`config.mk`:
```
export PLATFORM = sky130hd
export DESIGN_NAME = flopenr_load_arbiter_flat
export DESIGN_NICKNAME = d
export VERILOG_FILES = /design/src/rtl/flopenr_load_arbiter_if.sv /design/src/rtl/flopenr_load_arbiter.sv /design/src/flat_wrapper.sv
export SDC_FILE = /design/constraint.sdc
export NUM_CORES = 1
export LEC_CHECK = 0
export ABC_AREA = 1
export CAP_MARGIN = 20
export CORE_AREA = 2 2 130 132
export DETAILED_ROUTE_END_ITERATION = 7
export DIE_AREA = 0 0 132 134
export GPL_TIMING_DRIVEN = 0
export MAX_ROUTING_LAYER = met4
export PLACE_DENSITY_LB_ADDON = 0.15
export SLEW_MARGIN = 20
export SYNTH_ARGS = -nofsm -noshare
export SYNTH_HDL_FRONTEND = slang
export SYNTH_SLANG_ARGS = --single-unit
```
`constraint.sdc`:
```
create_clock -name clk -period 1.42 [get_ports clk]
set_clock_uncertainty 0.1 [all_clocks]
set_input_delay 0.213 -clock clk [delete_from_list [all_inputs] [get_ports clk]]
set_output_delay 0.213 -clock clk [all_outputs]
set_load 0.05 [all_outputs]
```
`src/rtl/flopenr_load_arbiter_if.sv`:
```
// Request/acknowledge bundle between the requesters, the consumer and the load
// arbiter for the shared enabled register.
interface flopenr_load_arbiter_if #(
  parameter int WIDTH = 64,
  parameter int NREQ  = 4
);
  localparam int IW = (NREQ > 1) ? $clog2(NREQ) : 1;

  logic [NREQ-1:0]       req;
  logic [NREQ*WIDTH-1:0] req_data;
  logic                  q_ack;
  logic [NREQ-1:0]       gnt;
  logic                  en;
  logic [WIDTH-1:0]      d;
  logic                  q_valid;
  logic [IW-1:0]         q_owner;
  logic                  busy;

  modport master (
    output req, req_data, q_ack,
    input  gnt, en, d, q_valid, q_owner, busy
  );

  modport slave (
    input  req, req_data, q_ack,
    output gnt, en, d, q_valid, q_owner, busy
  );
endinterface

```
`src/rtl/flopenr_load_arbiter.sv`:
```
// Round-robin controller that sequences writes into the shared 64-bit flopenr
// through IDLE -> LOAD -> HOLD and keeps the loaded value valid until acknowledged.
module flopenr_load_arbiter #(
  parameter int WIDTH       = 64,
  parameter int NREQ        = 4,
  parameter int HOLD_CYCLES = 2
) (
  input  logic                    clk,
  input  logic                    reset,
  flopenr_load_arbiter_if.slave   bus
);
  localparam int IW = (NREQ > 1) ? $clog2(NREQ) : 1;
  localparam int CW = (HOLD_CYCLES > 1) ? $clog2(HOLD_CYCLES) : 1;
  localparam logic [CW-1:0] CMAX = CW'(HOLD_CYCLES - 1);
  localparam logic [IW-1:0] LAST = IW'(NREQ - 1);

  typedef enum logic [1:0] {IDLE, LOAD, HOLD} state_t;

  state_t        state, state_nxt;
  logic [IW-1:0] ptr, ptr_nxt;
  logic [IW-1:0] owner, owner_nxt;
  logic [CW-1:0] cnt, cnt_nxt;
  logic [IW-1:0] pick;
  logic [IW-1:0] idx;
  logic          found;
  logic          load_ok;

  // first requester at or after ptr, wrapping modulo NREQ
  always_comb begin
    pick  = ptr;
    found = 1'b0;
    idx   = '0;
    for (int i = 0; i < NREQ; i++) begin
      idx = IW'((int'(ptr) + i) % NREQ);
      if (!found && bus.req[idx]) begin
        found = 1'b1;
        pick  = idx;
      end
    end
  end

  always_ff @(posedge clk or negedge reset) begin
    if (!reset) begin
      state <= IDLE;
      ptr   <= '0;
      owner <= '0;
      cnt   <= '0;
    end else begin
      state <= state_nxt;
      ptr   <= ptr_nxt;
      owner <= owner_nxt;
      cnt   <= cnt_nxt;
    end
  end

  // A withdrawn request in LOAD aborts without touching ptr; HOLD ignores
  // acknowledges until the hold counter has saturated.
  always_comb begin
    state_nxt = state;
    ptr_nxt   = ptr;
    owner_nxt = owner;
    cnt_nxt   = cnt;
    unique case (state)
      IDLE: begin
        if (|bus.req) begin
          owner_nxt = pick;
          state_nxt = LOAD;
        end
      end
      LOAD: begin
        if (bus.req[owner]) begin
          ptr_nxt   = (owner == LAST) ? '0 : owner + IW'(1);
          cnt_nxt   = '0;
          state_nxt = HOLD;
        end else begin
          state_nxt = IDLE;
        end
      end
      HOLD: begin
        if (cnt == CMAX) begin
          if (bus.q_ack) state_nxt = IDLE;
        end else begin
          cnt_nxt = cnt + CW'(1);
        end
      end
      default: state_nxt = IDLE;
    endcase
  end

  always_comb begin
    load_ok = (state == LOAD) && bus.req[owner];
    bus.gnt = '0;
    for (int i = 0; i < NREQ; i++) begin
      bus.gnt[i] = load_ok && (owner == IW'(i));
    end
  end

  assign bus.en      = load_ok;
  assign bus.d       = bus.req_data[int'(owner)*WIDTH +: WIDTH];
  assign bus.q_valid = (state == HOLD);
  assign bus.q_owner = owner;
  assign bus.busy    = (state != IDLE);
endmodule
```
`src/flat_wrapper.sv`:
```
// flat-port wrapper written by rule: the top's interface ports become plain ports
module flopenr_load_arbiter_flat 
#(
  parameter int WIDTH       = 64,
  parameter int NREQ        = 4,
  parameter int HOLD_CYCLES = 2
)
  (clk, reset, bus_req, bus_req_data, bus_q_ack, bus_gnt, bus_en, bus_d, bus_q_valid, bus_q_owner, bus_busy);
  flopenr_load_arbiter_if #(.WIDTH(WIDTH), .NREQ(NREQ)) bus_i ();
  input  logic clk;
  input  logic reset;
  input wire logic [$bits(bus_i.req)-1:0] bus_req;
  input wire logic [$bits(bus_i.req_data)-1:0] bus_req_data;
  input wire logic [$bits(bus_i.q_ack)-1:0] bus_q_ack;
  output wire logic [$bits(bus_i.gnt)-1:0] bus_gnt;
  output wire logic [$bits(bus_i.en)-1:0] bus_en;
  output wire logic [$bits(bus_i.d)-1:0] bus_d;
  output wire logic [$bits(bus_i.q_valid)-1:0] bus_q_valid;
  output wire logic [$bits(bus_i.q_owner)-1:0] bus_q_owner;
  output wire logic [$bits(bus_i.busy)-1:0] bus_busy;
  assign bus_i.req = bus_req;
  assign bus_i.req_data = bus_req_data;
  assign bus_i.q_ack = bus_q_ack;
  assign bus_gnt = bus_i.gnt;
  assign bus_en = bus_i.en;
  assign bus_d = bus_i.d;
  assign bus_q_valid = bus_i.q_valid;
  assign bus_q_owner = bus_i.q_owner;
  assign bus_busy = bus_i.busy;
  flopenr_load_arbiter #(.WIDTH(WIDTH), .NREQ(NREQ), .HOLD_CYCLES(HOLD_CYCLES)) u_core (.clk(clk), .reset(reset), .bus(bus_i));
endmodule
```
; ---- Word level (Yosys, flattened, before mapping)
; Index checks and enable logic that the tools add are counted.
[word_totals]
in_bits = 263
elab_cells = 69
out_inout_bits = 73
register_bits = 7
[classes]
eq_ne = 9
n_addsub = 5
n_shift = 1
n_reduce_logical = 20
magnitude_cmp = 5
muxes = 25
[op_table]
columns = operator, n
row1 = 256-bit by 9-bit variable part select with 64-bit output, 1
row2 = 2-bit two-way mux, 8
row3 = 2-bit by 3-bit < comparator with 1-bit output (second input constant), 5
row4 = 1-bit binary-select mux with 2-bit select, 5
row5 = 1-bit two-way mux, 10
row6 = 1-bit logical AND, 8
row7 = 2-bit == test (second input constant), 3
row8 = 2-bit by 1-bit inequality test with 1-bit output (second input constant), 3
row9 = 2-bit one-hot mux with 3 select lines, 1
row10 = 2-bit AND reduction, 3
row11 = 2-bit by 1-bit adder with 2-bit output (second input constant), 2
row12 = 2-bit adder (second input constant), 2
row13 = 2-bit by 1-bit == test with 1-bit output (second input constant), 2
row14 = 2-bit logical NOT, 2
row15 = 2-bit nonzero test, 2
row16 = 4-bit OR reduction, 1
row17 = 1-bit logical NOT, 3
row18 = 3-bit AND reduction, 1
row19 = 2-bit inequality test (second input constant), 1
row20 = 1-bit one-hot mux with 2 select lines, 1
row21 = 1-bit adder (second input constant), 1

; ---- Depth between registers and ports, before layout
[logic_depth]
ltp_word = 12
mapped_depth = 13

; ---- Least setup slack after synthesis
; No wires, ideal clock.
[synth_timing]
path_kind = reg2out
startpoint = reg u_core.owner[0] (netlist: u_core.bus.q_owner[0])
endpoint = out bus_d[21]
path_slack_ps = -1018
t_arrival_ps = 2125
path_stages_with_launch = 6
required_time_ps = 1107
path_cell_list = dfrtp_1 > buf_4 > buf_2 > buf_4 > nor2_1 > o22ai_1
[synth_via]
elab_chain_len = 1
[synth_rtl]
columns = item, line_no
row1 = start: declaration, flopenr_load_arbiter.sv:21  ; logic [IW-1:0] owner, owner_nxt;
row2 = start signal: assignment, flopenr_load_arbiter.sv:51  ; owner <= owner_nxt;
row3 = 256-bit by 9-bit variable part select with 64-bit output, flopenr_load_arbiter.sv:99  ; assign bus.d = bus.req_data[int'(owner)*WIDTH +: WIDTH];
row4 = end: declaration, flat_wrapper.sv:17  ; output wire logic [$bits(bus_i.d)-1:0] bus_d;
; Every way passes these cells.

; ---- Worst setup path after layout
[layout_timing]
startpoint = reg u_core.owner[0] (netlist: u_core.bus.q_owner[0])
endpoint = out bus_d[54]
; The elaborated chain is that of the path after synthesis.

==> flow_summary.ini <==
[power]
p_seq_share_pct = 2.2
peakVddDrop_mv = 1.29
pwr-share-clk_pct = 2.2
p_per_area_mw_per_mm2 = 2620
switchingPower_uw = 12600
p_leak_uw = 0.00300
swShare_pct = 58.2
power_frac_comb_pct = 95.6
p_int_uw = 9040

[run_status]
status = finished with violations
violations = setup timing

[timing]
finalWorstSetupSlack_ns = -0.550
fmax_ghz = 0.508
maxSlewHeadroom_pct = 75.9
finalSetupViolations = 75
rsz0062_at_grt = yes
tightest_slew_ns = 0.357
whs_ns = 0.154
fin_crit_sh_pct = 139
hold_violations = 0
min_period_ns = 1.97
final-max-slew-violation-count = 0

[placement]
dp_hpwl_um = 15400
placement.io_buffers = 335
gp_congestion = 0.895
postPlaceCellArea_sq_mm = 0.00712

[clocking]
clk_path_buf_depth = 2
ctsHoldBuffers = 0
cts_buffers = 3
cts.sinks = 7
tritoncts = done
clk_latency_ns = 0.23
cts-root-buf = clkbuf_16
clk_pin_slew_ns = 0.04
htreeDepth = 1

[global_routing]
track_usage_pct = 20.9
grt_overflow = 0
grt_max_degree = 12
grt_pass1_wl_um = 28500
grt_pass1_vias = 5223
antenna_found_initial = 1

[logic_synthesis]
ys_seq_area_share_pct = 7.49
synth-seq-cells = 7
ys_types = 21
synth_cells = 465
yosys_warnings = 0
syn_nets = 732
synth_area_sq_mm = 0.00234
syn_area_per_cell_sq_um = 5.03

[final_layout]
areaGrowthSynthToFinish_pct = 252
layout_commonest_cell = clkdlybuf4s50_1
nets = 1083
final_cell_area_sq_mm = 0.00825
final_cell_mix = clkdlybuf4s50_1, o22ai_4, nor2_1
layout-drive-gt1-share_pct = 44.5

[setup_path]
cp_max_fo = 10
r2r_start = u_core.bus.q_owner[0]$_DFFE_PN0P_
path_cells = buf_12 > clkbuf_4 > nor2_2 > o22ai_4 > buf_6
slowest_delay_ns = 0.54
worst_setup_path_start_kind = register
reg2reg_slack_ns = -0.29
crit_path_top_delay_cell = dfrtp_4
end_kind = primary output
timing.rr.end = u_core.ptr[0]$_DFFE_PN0P_
critPathKind = register to primary output
reg2reg_depth = 8
crit_arrival_ns = 1.66
critPathRequiredTime_ns = 1.11

[floorplanning]
rows = 47
die_area_sq_mm = 0.0177
core_sq_mm = 0.0163
num_io_pins = 336
die_h_um = 134
die_w_um = 132
initial_utilization_pct = 14.4

[detailed_routing]
drcViolationCount = 0
first_pass_iters = 4
wl_per_cell_um = 18.2
postRouteAntennaNets = 0
drt_iter0_drc = 99
vias_per_cell = 4.67
vias = 4840
wl_um = 18800

[min_path]
worstHoldPathType = input pin to async pin

[job]
maxCapViolCount = 0
[worst max-delay path: cells and delay by family (launching register included)]
| kind | cells | cell delay, ns |
|---|---|---|
| AO/OA/AOI/OAI | 1 | 0.09 |
| buffers and inverters | 3 | 0.58 |
| flip-flops | 1 | 0.54 |
| AND/OR/NAND/NOR | 1 | 0.20 |
[area by class of cell]
cell class	instances	area (sq um)
Fill cell	1571	8040
Timing Repair Buffer	346	3600
Multi-Input combinational cell	397	3470
Buffer	43	548
Tap cell	220	275
Sequential cell	7	181
Inverter	18	87.6
Clock buffer	4	78.8
Antenna cell	1	2.50
[cells by family after synthesis]
kind of cell / after synthesis / synth area share [%]
AOI/OAI and AO/OA: 197 / 45.6
and+or+nand+nor: 196 / 33.6
buffers and inverters: 61 / 11.2
DFF: 7 / 7.49
adders and majority gates: 4 / 2.14
[metrics by stage]
| stage | worst slack, ns | cells | TNS (ns) | power, uW | util (%) |
|---|---|---|---|---|---|
| final | -0.550 | 1036 | -35.15 | 21600 | 50.6 |
| after global routing | -0.598 | 1036 | -39.61 | 22700 | 50.6 |
| after CTS | -0.582 | 1029 | -38.47 | 20700 | 47.9 |
| after detailed placement | -1.29 | 1020 | -78.90 | 18200 | 43.7 |
| after global placement | -1.28 | 1020 | -78.23 | 18000 | 43.7 |
| after floorplan | -0.283 | 465 | -19.36 | 13000 | - |
[synth_stat cells]
library cell / number / area, sq um
a21oi_1: 2 / 10.0
buf_1: 1 / 3.75
buf_2: 12 / 60.1
buf_4: 2 / 15.0
buf_6: 1 / 11.3
clkbuf_1: 27 / 101
dfrtp_1: 7 / 175
ha_1: 4 / 50.1
inv_1: 15 / 56.3
inv_2: 2 / 7.51
inv_4: 1 / 6.26
nand2_1: 40 / 150
nand2_2: 5 / 31.3
nand2_4: 1 / 11.3
nand3_1: 12 / 60.1
nand3_2: 1 / 10.0
nor2_1: 135 / 507
nor2_4: 1 / 11.3
nor4_1: 1 / 6.26
o21ai_0: 131 / 656
o22ai_1: 64 / 400
[routing by layer]
metal  part of all wire [%]  global-route usage [%]
met1                     37                    22.9
met2                     54                    39.3
met3                    6.6                    4.38
met4                    1.7                    3.62
met5                      0                       -
[worst max-delay path by stage]
| stage | depth (start not counted) | slack [ns] | from | to |
|---|---|---|---|---|
| floorplan | 5 | -0.28 | u_core.bus.q_owner[0]$_DFFE_PN0P_ | bus_d[21] |
| global placement | 5 | -1.28 | u_core.bus.q_owner[0]$_DFFE_PN0P_ | bus_d[38] |
| global route | 5 | -0.60 | u_core.bus.q_owner[0]$_DFFE_PN0P_ | bus_d[43] |
| detailed placement | 5 | -1.29 | u_core.bus.q_owner[0]$_DFFE_PN0P_ | bus_d[42] |
| finish | 5 | -0.55 | u_core.bus.q_owner[0]$_DFFE_PN0P_ | bus_d[54] |
| CTS | 6 | -0.58 | u_core.bus.q_owner[0]$_DFFE_PN0P_ | bus_d[23] |
[sequential cells by signal, summed over array words and instances (netlist names)]
name,count
u_core.bus.q_owner,2
u_core.cnt,1
u_core.state,2
u_core.ptr,2
[power groups by stage]
stage | Sequential, uW | Combinational (uW) | Clock (uW)
4_1_cts | 477 | 19700 | 490
2_1_floorplan | 519 | 12500 | 0
6_report | 476 | 20700 | 484
3_3_place_gp | 490 | 17500 | 0
5_1_grt | 499 | 21700 | 511
3_5_place_dp | 489 | 17700 | 0
[repair_timing]
action                     4_1_cts  5_1_grt
gates cloned                     0        2
setup endpoints to repair       79       78
setup buffers                    5        4
pin swaps                        2        6
gates resized for setup        649      121
(Power assumes the default switching activity.)
